===== src/rtl/memaccess_ctrl_if.sv =====
// Request and data-memory bus bundle for memaccess_ctrl.
// addr_err exists only when MEMACCESS_ADDR_CHK_EN is defined.
interface memaccess_ctrl_if #(
    parameter int DW = 16,
    parameter int AW = 16
);
    logic          req_valid;
    logic          req_ready;
    logic [1:0]    req_mode;
    logic [AW-1:0] req_addr;
    logic [DW-1:0] req_data;

    logic [AW-1:0] DMem_addr;
    logic [DW-1:0] Dmem_din;
    logic          DMem_rd;
    logic          DMem_en;
    logic [DW-1:0] DMem_dout;
    logic          DMem_ack;

    logic [DW-1:0] memout;
    logic          memout_valid;
    logic          err_timeout;
`ifdef MEMACCESS_ADDR_CHK_EN
    logic          addr_err;
`endif

    // The controller masters the memory strobe and serves requests.
    modport master (
        input  req_valid, req_mode, req_addr, req_data, DMem_dout, DMem_ack,
        output req_ready, DMem_addr, Dmem_din, DMem_rd, DMem_en, memout, memout_valid,
`ifdef MEMACCESS_ADDR_CHK_EN
               addr_err,
`endif
               err_timeout
    );

    modport slave (
        output req_valid, req_mode, req_addr, req_data, DMem_dout, DMem_ack,
        input  req_ready, DMem_addr, Dmem_din, DMem_rd, DMem_en, memout, memout_valid,
`ifdef MEMACCESS_ADDR_CHK_EN
               addr_err,
`endif
               err_timeout
    );
endinterface


===== src/rtl/memaccess_ctrl.sv =====
// LC3 data-memory access controller: direct and indirect loads/stores over a strobe/ack port.
// Define MEMACCESS_ADDR_CHK_EN to reject addresses outside [ADDR_LO, ADDR_HI].
module memaccess_ctrl #(
    parameter int          DW      = 16,
    parameter int          AW      = 16,
    parameter int          TIMEOUT = 15,
    parameter int unsigned ADDR_LO = 'h3000,
    parameter int unsigned ADDR_HI = 'hFDFF
) (
    input  logic             clock,
    input  logic             reset,
    memaccess_ctrl_if.master bus
);
    typedef enum logic [1:0] {IDLE, PTR, ACC, RESP} state_t;

    localparam int CW = (TIMEOUT < 2) ? 1 : $clog2(TIMEOUT + 1);

    state_t        state, state_next;
    logic          wr_q, wr_next;
    logic [CW-1:0] wait_cnt, wait_next;
    logic [AW-1:0] addr_q, addr_next;
    logic [DW-1:0] din_q, din_next;
    logic [DW-1:0] memout_q, memout_next;
    logic          en_q, en_next;
    logic          rd_q, rd_next;
    logic          valid_q, valid_next;
    logic          tmo_q, tmo_next;
    logic          req_ready;
    logic          timed_out;

`ifdef MEMACCESS_ADDR_CHK_EN
    logic aerr_q, aerr_next;

    function automatic logic addr_ok(input logic [AW-1:0] a);
        return (a >= AW'(ADDR_LO)) && (a <= AW'(ADDR_HI));
    endfunction

    assign bus.addr_err = aerr_q;
`else
    logic unused_addr_window;
    assign unused_addr_window = ^{AW'(ADDR_LO), AW'(ADDR_HI)};
`endif

    assign req_ready        = (state == IDLE) && !reset;
    assign bus.req_ready    = req_ready;
    assign bus.DMem_addr    = addr_q;
    assign bus.Dmem_din     = din_q;
    assign bus.DMem_rd      = rd_q;
    assign bus.DMem_en      = en_q;
    assign bus.memout       = memout_q;
    assign bus.memout_valid = valid_q;
    assign bus.err_timeout  = tmo_q;

    // An ack arriving on the last allowed cycle takes priority over the timeout.
    assign timed_out = (TIMEOUT != 0) && !bus.DMem_ack && (wait_cnt == CW'(TIMEOUT - 1));

    always_comb begin
        state_next  = state;
        wr_next     = wr_q;
        wait_next   = wait_cnt;
        addr_next   = addr_q;
        din_next    = din_q;
        memout_next = memout_q;
        en_next     = en_q;
        rd_next     = rd_q;
        valid_next  = 1'b0;
        tmo_next    = 1'b0;
`ifdef MEMACCESS_ADDR_CHK_EN
        aerr_next   = 1'b0;
`endif
        if (en_q && !bus.DMem_ack) begin
            wait_next = wait_cnt + CW'(1);
        end

        unique case (state)
            IDLE: begin
                if (bus.req_valid && req_ready) begin
                    wr_next    = bus.req_mode[0];
                    addr_next  = bus.req_addr;
                    din_next   = bus.req_data;
                    wait_next  = '0;
                    en_next    = 1'b1;
                    rd_next    = bus.req_mode[1] | ~bus.req_mode[0];
                    state_next = bus.req_mode[1] ? PTR : ACC;
`ifdef MEMACCESS_ADDR_CHK_EN
                    if (!addr_ok(bus.req_addr)) begin
                        en_next    = 1'b0;
                        rd_next    = 1'b1;
                        aerr_next  = 1'b1;
                        state_next = IDLE;
                    end
`endif
                end
            end
            PTR: begin
                // The strobe stays up while the address switches to the pointer target.
                if (bus.DMem_ack) begin
                    addr_next  = bus.DMem_dout[AW-1:0];
                    rd_next    = ~wr_q;
                    wait_next  = '0;
                    state_next = ACC;
`ifdef MEMACCESS_ADDR_CHK_EN
                    if (!addr_ok(bus.DMem_dout[AW-1:0])) begin
                        en_next    = 1'b0;
                        rd_next    = 1'b1;
                        aerr_next  = 1'b1;
                        state_next = IDLE;
                    end
`endif
                end else if (timed_out) begin
                    en_next    = 1'b0;
                    tmo_next   = 1'b1;
                    state_next = IDLE;
                end
            end
            ACC: begin
                if (bus.DMem_ack) begin
                    en_next    = 1'b0;
                    state_next = RESP;
                    if (!wr_q) begin
                        memout_next = bus.DMem_dout;
                        valid_next  = 1'b1;
                    end
                end else if (timed_out) begin
                    en_next    = 1'b0;
                    tmo_next   = 1'b1;
                    state_next = IDLE;
                end
            end
            RESP: begin
                state_next = IDLE;
            end
            default: begin
                state_next = IDLE;
            end
        endcase
    end

    always_ff @(posedge clock) begin
        if (reset) begin
            state    <= IDLE;
            wr_q     <= 1'b0;
            wait_cnt <= '0;
            addr_q   <= '0;
            din_q    <= '0;
            memout_q <= '0;
            en_q     <= 1'b0;
            rd_q     <= 1'b1;
            valid_q  <= 1'b0;
            tmo_q    <= 1'b0;
`ifdef MEMACCESS_ADDR_CHK_EN
            aerr_q   <= 1'b0;
`endif
        end else begin
            state    <= state_next;
            wr_q     <= wr_next;
            wait_cnt <= wait_next;
            addr_q   <= addr_next;
            din_q    <= din_next;
            memout_q <= memout_next;
            en_q     <= en_next;
            rd_q     <= rd_next;
            valid_q  <= valid_next;
            tmo_q    <= tmo_next;
`ifdef MEMACCESS_ADDR_CHK_EN
            aerr_q   <= aerr_next;
`endif
        end
    end
endmodule

===== src/flat_wrapper.sv =====
// flat-port wrapper written by rule: the top's interface ports become plain ports
module memaccess_ctrl_flat 
#(
    parameter int          DW      = 16,
    parameter int          AW      = 16,
    parameter int          TIMEOUT = 15,
    parameter int unsigned ADDR_LO = 'h3000,
    parameter int unsigned ADDR_HI = 'hFDFF
)
  (clock, reset, bus_req_valid, bus_req_mode, bus_req_addr, bus_req_data, bus_DMem_dout, bus_DMem_ack, bus_req_ready, bus_DMem_addr, bus_Dmem_din, bus_DMem_rd, bus_DMem_en, bus_memout, bus_memout_valid, bus_err_timeout);
  memaccess_ctrl_if #(.DW(DW), .AW(AW)) bus_i ();
  input  logic clock;
  input  logic reset;
  input wire logic [$bits(bus_i.req_valid)-1:0] bus_req_valid;
  input wire logic [$bits(bus_i.req_mode)-1:0] bus_req_mode;
  input wire logic [$bits(bus_i.req_addr)-1:0] bus_req_addr;
  input wire logic [$bits(bus_i.req_data)-1:0] bus_req_data;
  input wire logic [$bits(bus_i.DMem_dout)-1:0] bus_DMem_dout;
  input wire logic [$bits(bus_i.DMem_ack)-1:0] bus_DMem_ack;
  output wire logic [$bits(bus_i.req_ready)-1:0] bus_req_ready;
  output wire logic [$bits(bus_i.DMem_addr)-1:0] bus_DMem_addr;
  output wire logic [$bits(bus_i.Dmem_din)-1:0] bus_Dmem_din;
  output wire logic [$bits(bus_i.DMem_rd)-1:0] bus_DMem_rd;
  output wire logic [$bits(bus_i.DMem_en)-1:0] bus_DMem_en;
  output wire logic [$bits(bus_i.memout)-1:0] bus_memout;
  output wire logic [$bits(bus_i.memout_valid)-1:0] bus_memout_valid;
  output wire logic [$bits(bus_i.err_timeout)-1:0] bus_err_timeout;
  assign bus_i.req_valid = bus_req_valid;
  assign bus_i.req_mode = bus_req_mode;
  assign bus_i.req_addr = bus_req_addr;
  assign bus_i.req_data = bus_req_data;
  assign bus_i.DMem_dout = bus_DMem_dout;
  assign bus_i.DMem_ack = bus_DMem_ack;
  assign bus_req_ready = bus_i.req_ready;
  assign bus_DMem_addr = bus_i.DMem_addr;
  assign bus_Dmem_din = bus_i.Dmem_din;
  assign bus_DMem_rd = bus_i.DMem_rd;
  assign bus_DMem_en = bus_i.DMem_en;
  assign bus_memout = bus_i.memout;
  assign bus_memout_valid = bus_i.memout_valid;
  assign bus_err_timeout = bus_i.err_timeout;
  memaccess_ctrl #(.DW(DW), .AW(AW), .TIMEOUT(TIMEOUT), .ADDR_LO(ADDR_LO), .ADDR_HI(ADDR_HI)) u_core (.clock(clock), .reset(reset), .bus(bus_i));
endmodule

===== config.mk =====
export PLATFORM = sky130hd
export DESIGN_NAME = memaccess_ctrl_flat
export DESIGN_NICKNAME = d
export VERILOG_FILES = /design/src/rtl/memaccess_ctrl_if.sv /design/src/rtl/memaccess_ctrl.sv /design/src/flat_wrapper.sv
export SDC_FILE = /design/constraint.sdc
export NUM_CORES = 1
export LEC_CHECK = 0
export CAP_MARGIN = 20
export CELL_PAD_IN_SITES_DETAIL_PLACEMENT = 0
export CELL_PAD_IN_SITES_GLOBAL_PLACEMENT = 2
export CORE_UTILIZATION = 38
export DETAILED_ROUTE_END_ITERATION = 8
export DONT_BUFFER_PORTS = 1
export PLACE_DENSITY = 0.94
export RECOVER_POWER = 25
export SYNTH_ARGS = -nofsm -noshare
export SYNTH_HDL_FRONTEND = slang
export SYNTH_SLANG_ARGS = --single-unit

===== constraint.sdc =====
create_clock -name clock -period 5.42 [get_ports clock]
set_clock_uncertainty 0.2 [all_clocks]
set_input_delay 0.542 -clock clock [delete_from_list [all_inputs] [get_ports clock]]
set_output_delay 0.542 -clock clock [all_outputs]
set_load 0.02 [all_outputs]

==> key figures, run 1 <==
Outcome
  – Outcome: finished with violations
  – Failing checks: DRC

Critical path
  – Worst EP required: 5400 ps
  – Startpoint types: register
  – CP arrival: 2630 ps
  – Crit path capture type: register
  – Crit-path cells: inv_1 -> ha_1 -> nor2b_1 -> and2_1 -> o21ai_0
  – Crit path kind: reg2reg
  – Cell family with most CP delay: simple AND/OR/NAND/NOR gates
  – CP max-delay cell: and2_1
  – Worst path depth: 5
  – Reg-to-Reg End: u_core.bus.Dmem_din[1]
  – Worst-path maximum fanout: 34
  – Reg2Reg Launch Point: u_core.state[1]
  – CP Buf/Inv Count: 1
  – Crit path largest cell delay: between 800 and 900 ps
  – Worst-case reg-to-reg path depth: 5
  – R2R Setup Slk: 2770 ps

Yosys
  – Asr flop ratio synth: 0%
  – Simple-Gate Fraction of Synth Area: 19.8%
  – Compound-Gate Fraction of Synth Area: 16.9%
  – Mapped Avg Cell Area: 9.06 µm²
  – Mapped Area: between 2000 and 3000 µm²
  – Syn nets: 344
  – Proportion of synthesized area in mux cells: 7.02%
  – Synth Area in XOR/XNOR: 1.02%
  – Syn Inst Count: between 200 and 300
  – Share of the synthesized area in the top cell type: 46.0%
  – Top FF cell, synth: dfxtp_1
  – Top cell type by total area after synthesis: dfxtp_1
  – Yosys synthesis warning count: 0
  – Sequential area share after synthesis: a little under half
  – Synth cell types: 34
  – Count leader, synth: dfxtp_1
  – Post-synth EDFFs: 0
  – Synth Register Bits: 59
  – Post-Synth Adder-Cell Area: 3.41%
  – Largest family of logic cells by synthesized area: simple AND/OR/NAND/NOR gates
  – Top post-synthesis cells by area: dfxtp_1 (46%), nand2_1 (7.9%), mux2i_1 (7.0%)
  – Top cells by count, synth: dfxtp_1 (59), nand2_1 (54), nor2_1 (22), a21oi_1 (20)

Place
  – Routability cong.: 0.773
  – Inst Count DP: 342
  – IO Port Bufs: 0
  – DPL Wire Length: 3580 µm

Global route
  – Largest net degree at the start of global routing: 62
  – Antenna violations before repair: 0
  – Vias in the first global route: 1790
  – GR Overflow Total: 0
  – First-pass GRT wire length: 8790 µm
  – Global Route Usage Sum: between 10% and 20%

Clock network
  – CTS Buf Count: 9
  – CTS resizes: 0
  – Post-CTS Setup Inserts: 0
  – CTS Root Cell: clkbuf_8
  – Clock buffer depth: 2
  – CTS Sinks: between 50 and 60
  – CTS H-tree lvls: 3
  – CTS Hold Bufs: 0
  – Clk slew on worst S/H paths: about 70 ps
  – Clk Latency, worst-skew pair: roughly 340 ps
  – CTS tree: done

Finish
  – Area of the multi-input gates: 1240 µm²
  – Storage element area: 1180 µm²
  – Antenna cells: 0
  – Layout cells sized above 1: 12.1%
  – Area Overhead vs Synth: 8.24%
  – Nets: 338
  – Fin cells: roughly 360
  – # fillers: 624
  – Final core occ: 43.2%

Drt
  – DRT Pass-1 Iters: 6
  – DR WL/cell: between 15 and 20 µm
  – DRC violations left: 8
  – Total routed wirelength: 5400 µm
  – Vias: 1841
  – Vias per inst: between 5 and 6
  – Initial DRC count: 70
  – Antenna viol nets, final: 0

STA
  – TNS Setup: 0 ps
  – Slew Limit Fails: 0
  – Period utilization: between 40% and 50%
  – Setup violators final: 0
  – Fin. Hold Viols: 0
  – RSZ-0062 raised after global routing: false
  – Slew @ Worst Pin: 965 ps
  – Maximum clock rate: 0.378 GHz
  – Min cycle time layout: 2650 ps
  – Slew margin rel.: between 30 and 40%

Power
  – Peak supply drop: around 0.23 mV
  – Final Total Pwr: 0.00163 W
  – Leak Pwr: about 1 nW
  – Pwr dens: 589 nW/µm²

Floorplanning
  – Die W: 84.2 µm
  – Initial core utilization: 39.9%
  – Core area: 6420 µm²
  – Die area: a little over 7000 µm²
  – Rows: 29
  – Die height: 84.2 µm
  – Top-Level Pins: approximately 110

Min path
  – Worst Hold Path Cells: 1
  – HP Start: reset
  – Hold EP: u_core.state[1]
  – Hold/Removal Path Class: in2reg

Job
  – Reported max-cap violation count: 0
==> where the power goes <==
group	leakage [nW]	internal (W)	switching, W	total (W)
clock	0.0987	0.000225	0.000184	0.000409
combinational	0.389	0.000196	0.000274	0.000470
sequential	0.484	0.000549	0.000207	0.000755
==> per-layer routing <==
layer  wire [µm]  share of wire, %  global-route usage (%)
met5           0                 0                       0
met4         121               2.2                    8.93
met3         581                11                    7.67
met2        2320                43                    24.1
met1        2380                44                    19.1
==> stage by stage <==
step | setup slack [ps] | hold WS, ps | area (µm²)
floorplan | 3490 | 264 | 2560
global placement | 2790 | 286 | 2550
detailed placement | 2700 | 294 | 2550
CTS | 2680 | 49.0 | 2760
global route | 2530 | 51.4 | 2780
finish | 2770 | 83.7 | 2780
==> placed cells by master (no fill, tap or decap), drive strengths merged, types with 2 or more instances in the layout <==
cell / n
buf: 3
nor3: 4
a2111oi: 2
nand2b: 19
a211oi: 16
nor2: 22
ha: 7
dfxtp: 59
inv: 6
xor2: 2
mux2i: 18
clkbuf: 10
nand2: 54
clkinv: 2
clkinvlp: 2
nor3b: 3
a21oi: 21
nor2b: 4
o21ai: 18
==> worst max path at each step <==
stage,from,endpoint,slack [ps]
finish,u_core.state[1],u_core.bus.Dmem_din[1],2770
global placement,u_core.state[1],u_core.bus.DMem_rd,2790
global route,u_core.state[1],u_core.bus.Dmem_din[1],2530
detailed placement,u_core.state[1],u_core.bus.DMem_rd,2700
floorplan,u_core.state[1],u_core.bus.Dmem_din[10],3490
CTS,u_core.state[1],u_core.bus.DMem_rd,2680
==> flip-flops by register name, summed over array words and instances, names as in the netlist <==
register / flops
u_core.bus.DMem_rd: 1
u_core.bus.memout: 16
u_core.wait_cnt: 4
u_core.bus.DMem_addr: 16
u_core.bus.err_timeout: 1
u_core.bus.DMem_en: 1
u_core.bus.Dmem_din: 16
u_core.state: 2
u_core.wr_q: 1
u_core.bus.memout_valid: 1
==> cell families after synthesis <==
logic type	count (synthesis)
and+or+nand+nor	110
AOI/OAI and AO/OA	61
DFF	59
buffers and inverters	25
muxes	18
adders and majority gates	7
xor gates and xnor gates	3
==> final cells by class <==
class / count / area share, %
clock buffer: 10 / 4.96
sequential: 59 / 42.5
timing repair buffer: 3 / 1.26
tap: 77 / 3.47
clock inverter: 6 / 2.30
multi-input combinational: 199 / 44.8
inverter: 5 / 0.676
(Power assumes the default switching activity.)
==> inputs of run 2 (changes only) <==
CORE_UTILIZATION = 35   (was 38)
PLACE_DENSITY = 0.88   (was 0.94)
clock period = 2.7 ns   (was 5.42 ns; I/O delays follow)
==> run 2 against run 1 <==
- the run now ends clean
- worst setup slack got worse by 2500 ps
- flip-flop and latch count unchanged
- register-to-register slack worse by 2500 ps
- global-route usage up 1.4 points
- first-iteration DRC count decreased by 16%
- clock power is 93% higher
- routed wire length increased by 19%
- critical path type unchanged
- highest routed layer unchanged
==> key figures, run 2 (synthesis results as in run 1) <==
Drt
  – Total routed wirelength: 6440 µm (+19%)
  – DR WL/cell: 15.1 µm (+0.65%)
  – Vias: 2088 (+13%)
  – Antenna viol nets, final: 0 (unchanged)
  – Top sig layer: met4
  – Met1 WL: 2710 µm (+14%)
  – DRT Pass-1 Iters: 4 (-2)
  – Met3 WL: 457 µm (-21%)
  – DRC violations left: 0 (-8)
  – DR WL met2: 3210 µm (+38%)
  – Vias per inst: 4.91 (-4.2%)
  – Initial DRC count: 59 (-16%)

Outcome
  – Outcome: finished, final reports clean

Critical path
  – Startpoint types: register
  – Crit-path cells: inv_1 -> ha_1 -> mux2i_1 -> a21oi_4 -> buf_12 -> nor2_1 -> a211oi_2 -> dlygate4sd3_1
  – Cell family with most CP delay: buffers and inverters
  – CP Buf/Inv Count: 3 (+2)
  – Crit path capture type: register
  – CP arrival: 2460 ps (-170 ps)
  – Worst EP required: 2780 ps (-2620 ps)
  – Crit path kind: reg2reg
  – CP max-delay cell: dlygate4sd3_1
  – Crit path largest cell delay: 570 ps (-270 ps)
  – Worst-path maximum fanout: 26 (-24%)

Global route
  – First-pass GRT wire length: 10100 µm (+14%)
  – Vias in the first global route: 2116 (+18%)
  – Global Route Usage Sum: 17.5% (+1.4 points)
  – GR Overflow Total: 0 (unchanged)
  – Antenna violations before repair: 0 (unchanged)
  – Largest net degree at the start of global routing: 60 (-3.2%)

Floorplanning
  – Die W: 87.6 µm (+4.1%)
  – Rows: 30 (+3.4%)
  – Core area: 6940 µm² (+8.1%)
  – Initial core utilization: 36.9% (-3.0 points)
  – Die area: 7670 µm² (+8.4%)
  – Top-Level Pins: 107 (unchanged)
  – Die height: 87.6 µm (+4.1%)

STA
  – Min cycle time layout: 2390 ps (-259 ps)
  – Setup violators final: 0 (unchanged)
  – Slew @ Worst Pin: 412 ps (-553 ps)
  – Fin. Hold Viols: 0 (unchanged)
  – Maximum clock rate: 0.419 GHz (+11%)
  – Period utilization: 88.4% (+40 points)
  – TNS Setup: 0 ps (unchanged)
  – Slew Limit Fails: 0 (unchanged)
  – Slew margin rel.: 72.5% (+37 points)
  – RSZ-0062 raised after global routing: false

Finish
  – Antenna cells: 0 (unchanged)
  – Nets: 385 (+14%)
  – Final Cell Area: 3270 µm² (+18%)
  – Commonest non-fill, non-tap cell in the layout: dfxtp_1
  – Area Overhead vs Synth: 27.5%
  – # fillers: 654 (+4.8%)
  – Most frequent cells in the layout: dfxtp_1 (59), nand2_1 (54), dlygate4sd3_1 (42)
  – Layout cells sized above 1: 11.6% (-0.51 points)

Place
  – IO Port Bufs: 0 (unchanged)
  – Post-Place Cell Area: 2610 µm² (+2.3%)
  – DPL Wire Length: 3790 µm (+6.0%)
  – Routability cong.: 0.801 (+3.6%)

Clock network
  – Clk slew on worst S/H paths: 70 ps (about the same)
  – CTS Root Cell: clkbuf_8
  – Clk Latency, worst-skew pair: 330 ps (about the same)
  – CTS tree: done
  – Clock buffer depth: 2 (unchanged)
  – CTS H-tree lvls: 3 (unchanged)
  – CTS Buf Count: 9 (unchanged)
  – CTS Sinks: 59 (unchanged)

Power
  – Peak supply drop: 0.319 mV (+38%)
  – Pwr dens: 1040 nW/µm² (+77%)
  – Leak Pwr: 1.17 nW (+21%)

Job
  – Reported max-cap violation count: 0 (unchanged)

Min path
  – Hold/Removal Path Class: in2reg
-- run 2: timing repair --
item,4_1_cts,5_1_grt
setup buffers,0,2
endpoints found under the setup margin,0,1
gates resized for setup,0,0
hold buffers,43,0
endpoints found under the hold margin,59,0
-- run 2: path summary, 6_finish.rpt --
kind                                      start                  endpoint  slack, ps  cells after the start
worst max register to register  u_core.state[1]  u_core.bus.DMem_addr[11]        310                      8
worst min-delay path            bus_req_addr[3]   u_core.bus.DMem_addr[3]         10                      2
worst min register to register      u_core.wr_q               u_core.wr_q        300                      2
worst max-delay path            u_core.state[1]  u_core.bus.DMem_addr[11]        310                      8
-- run 2: per-layer routing --
layer  vias up  track usage [%]
li1       1039                -
met3         6             7.73
met1       969             18.5
met4         0             5.22
met2        74             31.5
met5         -                0
-- run 2: final cells by class --
cell class	count	area (µm²)	area share, %
sequential	59	1180	36.1
multi-input combinational	199	1240	38.0
clock inverter	6	66.3	2.03
tap	96	120	3.67
timing repair buffer	50	513	15.7
inverter	5	18.8	0.574
clock buffer	10	128	3.90
-- run 2: stage by stage --
step | std cells | hold WS [ps] | setup slack [ps] | total power [W] | utilization [%]
3_3_place_gp | 364 | 144 | 703 | 0.00250 | 37.6
2_1_floorplan | 283 | 179 | 768 | 0.00237 | -
3_5_place_dp | 364 | 148 | 643 | 0.00252 | 37.6
4_1_cts | 423 | 0.337 | 130 | 0.00340 | 46.9
5_1_grt | 425 | 3.89 | 189 | 0.00362 | 47.1
6_report | 425 | 13.8 | 313 | 0.00341 | 47.1
-- run 2: power breakdown --
group          leakage [nW]  total [W]  internal (W)  switching [W]
sequential            0.484    0.00152       0.00110       0.000421
clock                0.0885   0.000790      0.000426       0.000365
combinational         0.599    0.00110      0.000488       0.000611
total                  1.17    0.00341       0.00202        0.00140
==> inputs of run 3 (changes only) <==
CORE_UTILIZATION = 38   (was 35)
PLACE_DENSITY = 0.94   (was 0.88)
clock period = 2.8 ns   (was 2.7 ns; I/O delays follow)
==> run 3 against run 2 <==
- the flow now finishes with violations (DRC)
- via count decreased by 2.0%
- power shrank 5.7%
- critical path depth is 1 lower
- count of clock-buffer cells in the layout up 2
- critical path type unchanged
- critical endpoint is now u_core.bus.memout[2]
==> key figures, run 3 (synthesis results as in run 1) <==
Floorplanning
  – Core area: 6420 µm² (-7.5%)
  – Die area: 7080 µm² (-7.7%)
  – Initial core utilization: 39.9% (+3.0 points)
  – Rows: 29 (-3.3%)
  – Die height: 84.2 µm (-3.9%)
  – Top-Level Pins: 107 (unchanged)
  – Die W: 84.2 µm (-3.9%)

STA
  – Min Hold Slack: 3.29 ps (-10.5 ps)
  – Maximum clock rate: 0.445 GHz (+6.1%)
  – Period utilization: 80.3% (-8.1 points)
  – Setup violators final: 0 (unchanged)
  – Slew Limit Fails: 0 (unchanged)
  – TNS Setup: 0 ps (unchanged)
  – Slew @ Worst Pin: 453 ps (+40.5 ps)
  – Setup WS post-layout: 551 ps (+237 ps)
  – Fin. Hold Viols: 0 (unchanged)
  – Slew margin rel.: 69.7% (-2.8 points)
  – RSZ-0062 raised after global routing: false
  – Min cycle time layout: 2250 ps (-137 ps)

Global route
  – GR Overflow Total: 0 (unchanged)
  – M1 GR Usage: 19.8% (+1.3 points)
  – Largest net degree at the start of global routing: 60 (unchanged)
  – First-pass GRT wire length: 10000 µm (-0.35%)
  – Met3 Resource Use GR: 6.98% (-0.75 points)
  – Busiest layer in global routing: met2
  – Vias in the first global route: 2106 (-0.47%)
  – M2 GR Usage: 30.6% (-0.84 points)
  – Global Route Usage Sum: 18.2% (+0.70 points)
  – Antenna violations before repair: 0 (unchanged)

Critical path
  – CP arrival: 2270 ps (-190 ps)
  – Reg2Reg Launch Point: u_core.state[0]
  – CP dominant cell by count: nand2_1
  – Crit path kind: reg2reg
  – CP max-delay cell: dlygate4sd3_1
  – Worst EP required: 2820 ps (+40 ps)
  – R2R Setup Slk: 550 ps (+240 ps)
  – Worst-path maximum fanout: 17 (-35%)
  – Crit path largest cell delay: 570 ps (about the same)
  – Critical Path Start: u_core.state[0]
  – Startpoint types: register
  – Crit-path cells: inv_1 -> ha_1 -> nand2_1 -> or2_2 -> nand2_1 -> a21oi_1 -> dlygate4sd3_1
  – Worst-case reg-to-reg path depth: 7 (-1)
  – Reg-to-Reg End: u_core.bus.memout[2]
  – Crit path capture type: register

Outcome
  – Failing checks: DRC
  – Outcome: finished with violations

Clock network
  – CTS Sinks: 59 (unchanged)
  – CTS Buf Count: 9 (unchanged)
  – Clk Latency, worst-skew pair: 330 ps (about the same)
  – Post-CTS Setup Inserts: 0 (unchanged)
  – Clock buffer depth: 2 (unchanged)
  – CTS tree: done
  – CTS Root Cell: clkbuf_8
  – CTS H-tree lvls: 3 (unchanged)
  – Clk slew on worst S/H paths: 70 ps (about the same)

Place
  – Post-Place Cell Area: 2580 µm² (-1.4%)
  – Routability cong.: 0.736 (-8.1%)
  – IO Port Bufs: 0 (unchanged)
  – DPL Wire Length: 3660 µm (-3.5%)
  – Worst slack at placement: 626 ps (-16.4 ps)

Drt
  – Vias: 2047 (-2.0%)
  – Vias per inst: 5.10 (+3.9%)
  – DRT Pass-1 Iters: 6 (+2)
  – Initial DRC count: 87 (+47%)
  – Total routed wirelength: 6050 µm (-6.0%)
  – Antenna viol nets, final: 0 (unchanged)
  – DRC violations left: 8 (+8)
  – DR WL/cell: 15.1 µm (-0.35%)

Power
  – Pwr dens: 1010 nW/µm² (-3.3%)
  – Peak supply drop: 0.380 mV (+19%)
  – Leak Pwr: 1.15 nW (-1.8%)
  – Final Total Pwr: 0.00322 W (-5.7%)

Finish
  – Area Overhead vs Synth: 24.4%
  – Nets: 380 (-1.3%)
  – Commonest non-fill, non-tap cell in the layout: dfxtp_1
  – Layout cells sized above 1: 10.8% (-0.75 points)
  – Most frequent cells in the layout: dfxtp_1 (59), nand2_1 (54), dlygate4sd3_1 (39)
  – Antenna cells: 0 (unchanged)
  – Final Cell Area: 3190 µm² (-2.4%)

Min path
  – Hold/Removal Path Class: in2reg
  – Hold EP: u_core.bus.DMem_addr[1]
  – HP Start: bus_req_addr[1]
  – Worst Hold Path Cells: 2 (unchanged)

Job
  – Reported max-cap violation count: 0 (unchanged)
[run 3: changes by cell type in the layout (fill, tap and decap cells not counted), sizes merged]
cell and change:
dlygate4sd3 -3, clkinvlp -1, clkinv -1, buf -2
clkbuf +2
[run 3: per-layer routing]
layer  part of all wire, %  vias up  routed length (µm)
met3                   8.6       12                 520
met4                   2.3        0                 138
met2                    47       85                2860
met5                     0        -                   0
met1                    42      926                2540
li1                      -     1024                   -
[run 3: through the flow]
step / utilization, % / std cells
floorplan: - / 283
global placement: 40.1 / 345
detailed placement: 40.1 / 345
CTS: 49.7 / 401
global route: 49.7 / 401
finish: 49.7 / 401
[run 3: worst max-delay path by stage]
stage                     slack, ps                      end  cells past startpoint
after detailed placement        630  u_core.bus.Dmem_din[12]                      6
after floorplan                 870  u_core.bus.Dmem_din[10]                      7
after CTS                       570  u_core.bus.DMem_addr[2]                      6
after global placement          720  u_core.bus.Dmem_din[11]                      6
final                           550     u_core.bus.memout[2]                      7
after global routing            390  u_core.bus.DMem_addr[2]                      6
[run 3: where the power goes]
group	internal, W	switching, W
Clock	0.000434	0.000329
Sequential	0.00106	0.000406
Combinational	0.000415	0.000571
[run 3: final cells by class]
cell class | instances | area, µm²
repair buffers | 45 | 455
inverters | 5 | 18.8
well taps | 77 | 96.3
flip-flops and latches | 59 | 1180
fillers | 577 | 3230
clock buffers | 12 | 145
multi-input cells | 199 | 1240
clock inverters | 4 | 50.0
[run 3: repair_timing]
action | in CTS | in global routing
endpoints found under the hold margin | 59 | 0
hold buffers | 40 | 0
resized for setup | 0 | 0
[run 3: critical path, delay by kind of cell (launching register included)]
family,cells,cell delay (ps)
buf+inv,2,680
compound gates,1,60
flops,1,340
simple gates,3,640
fa+ha+maj,1,210
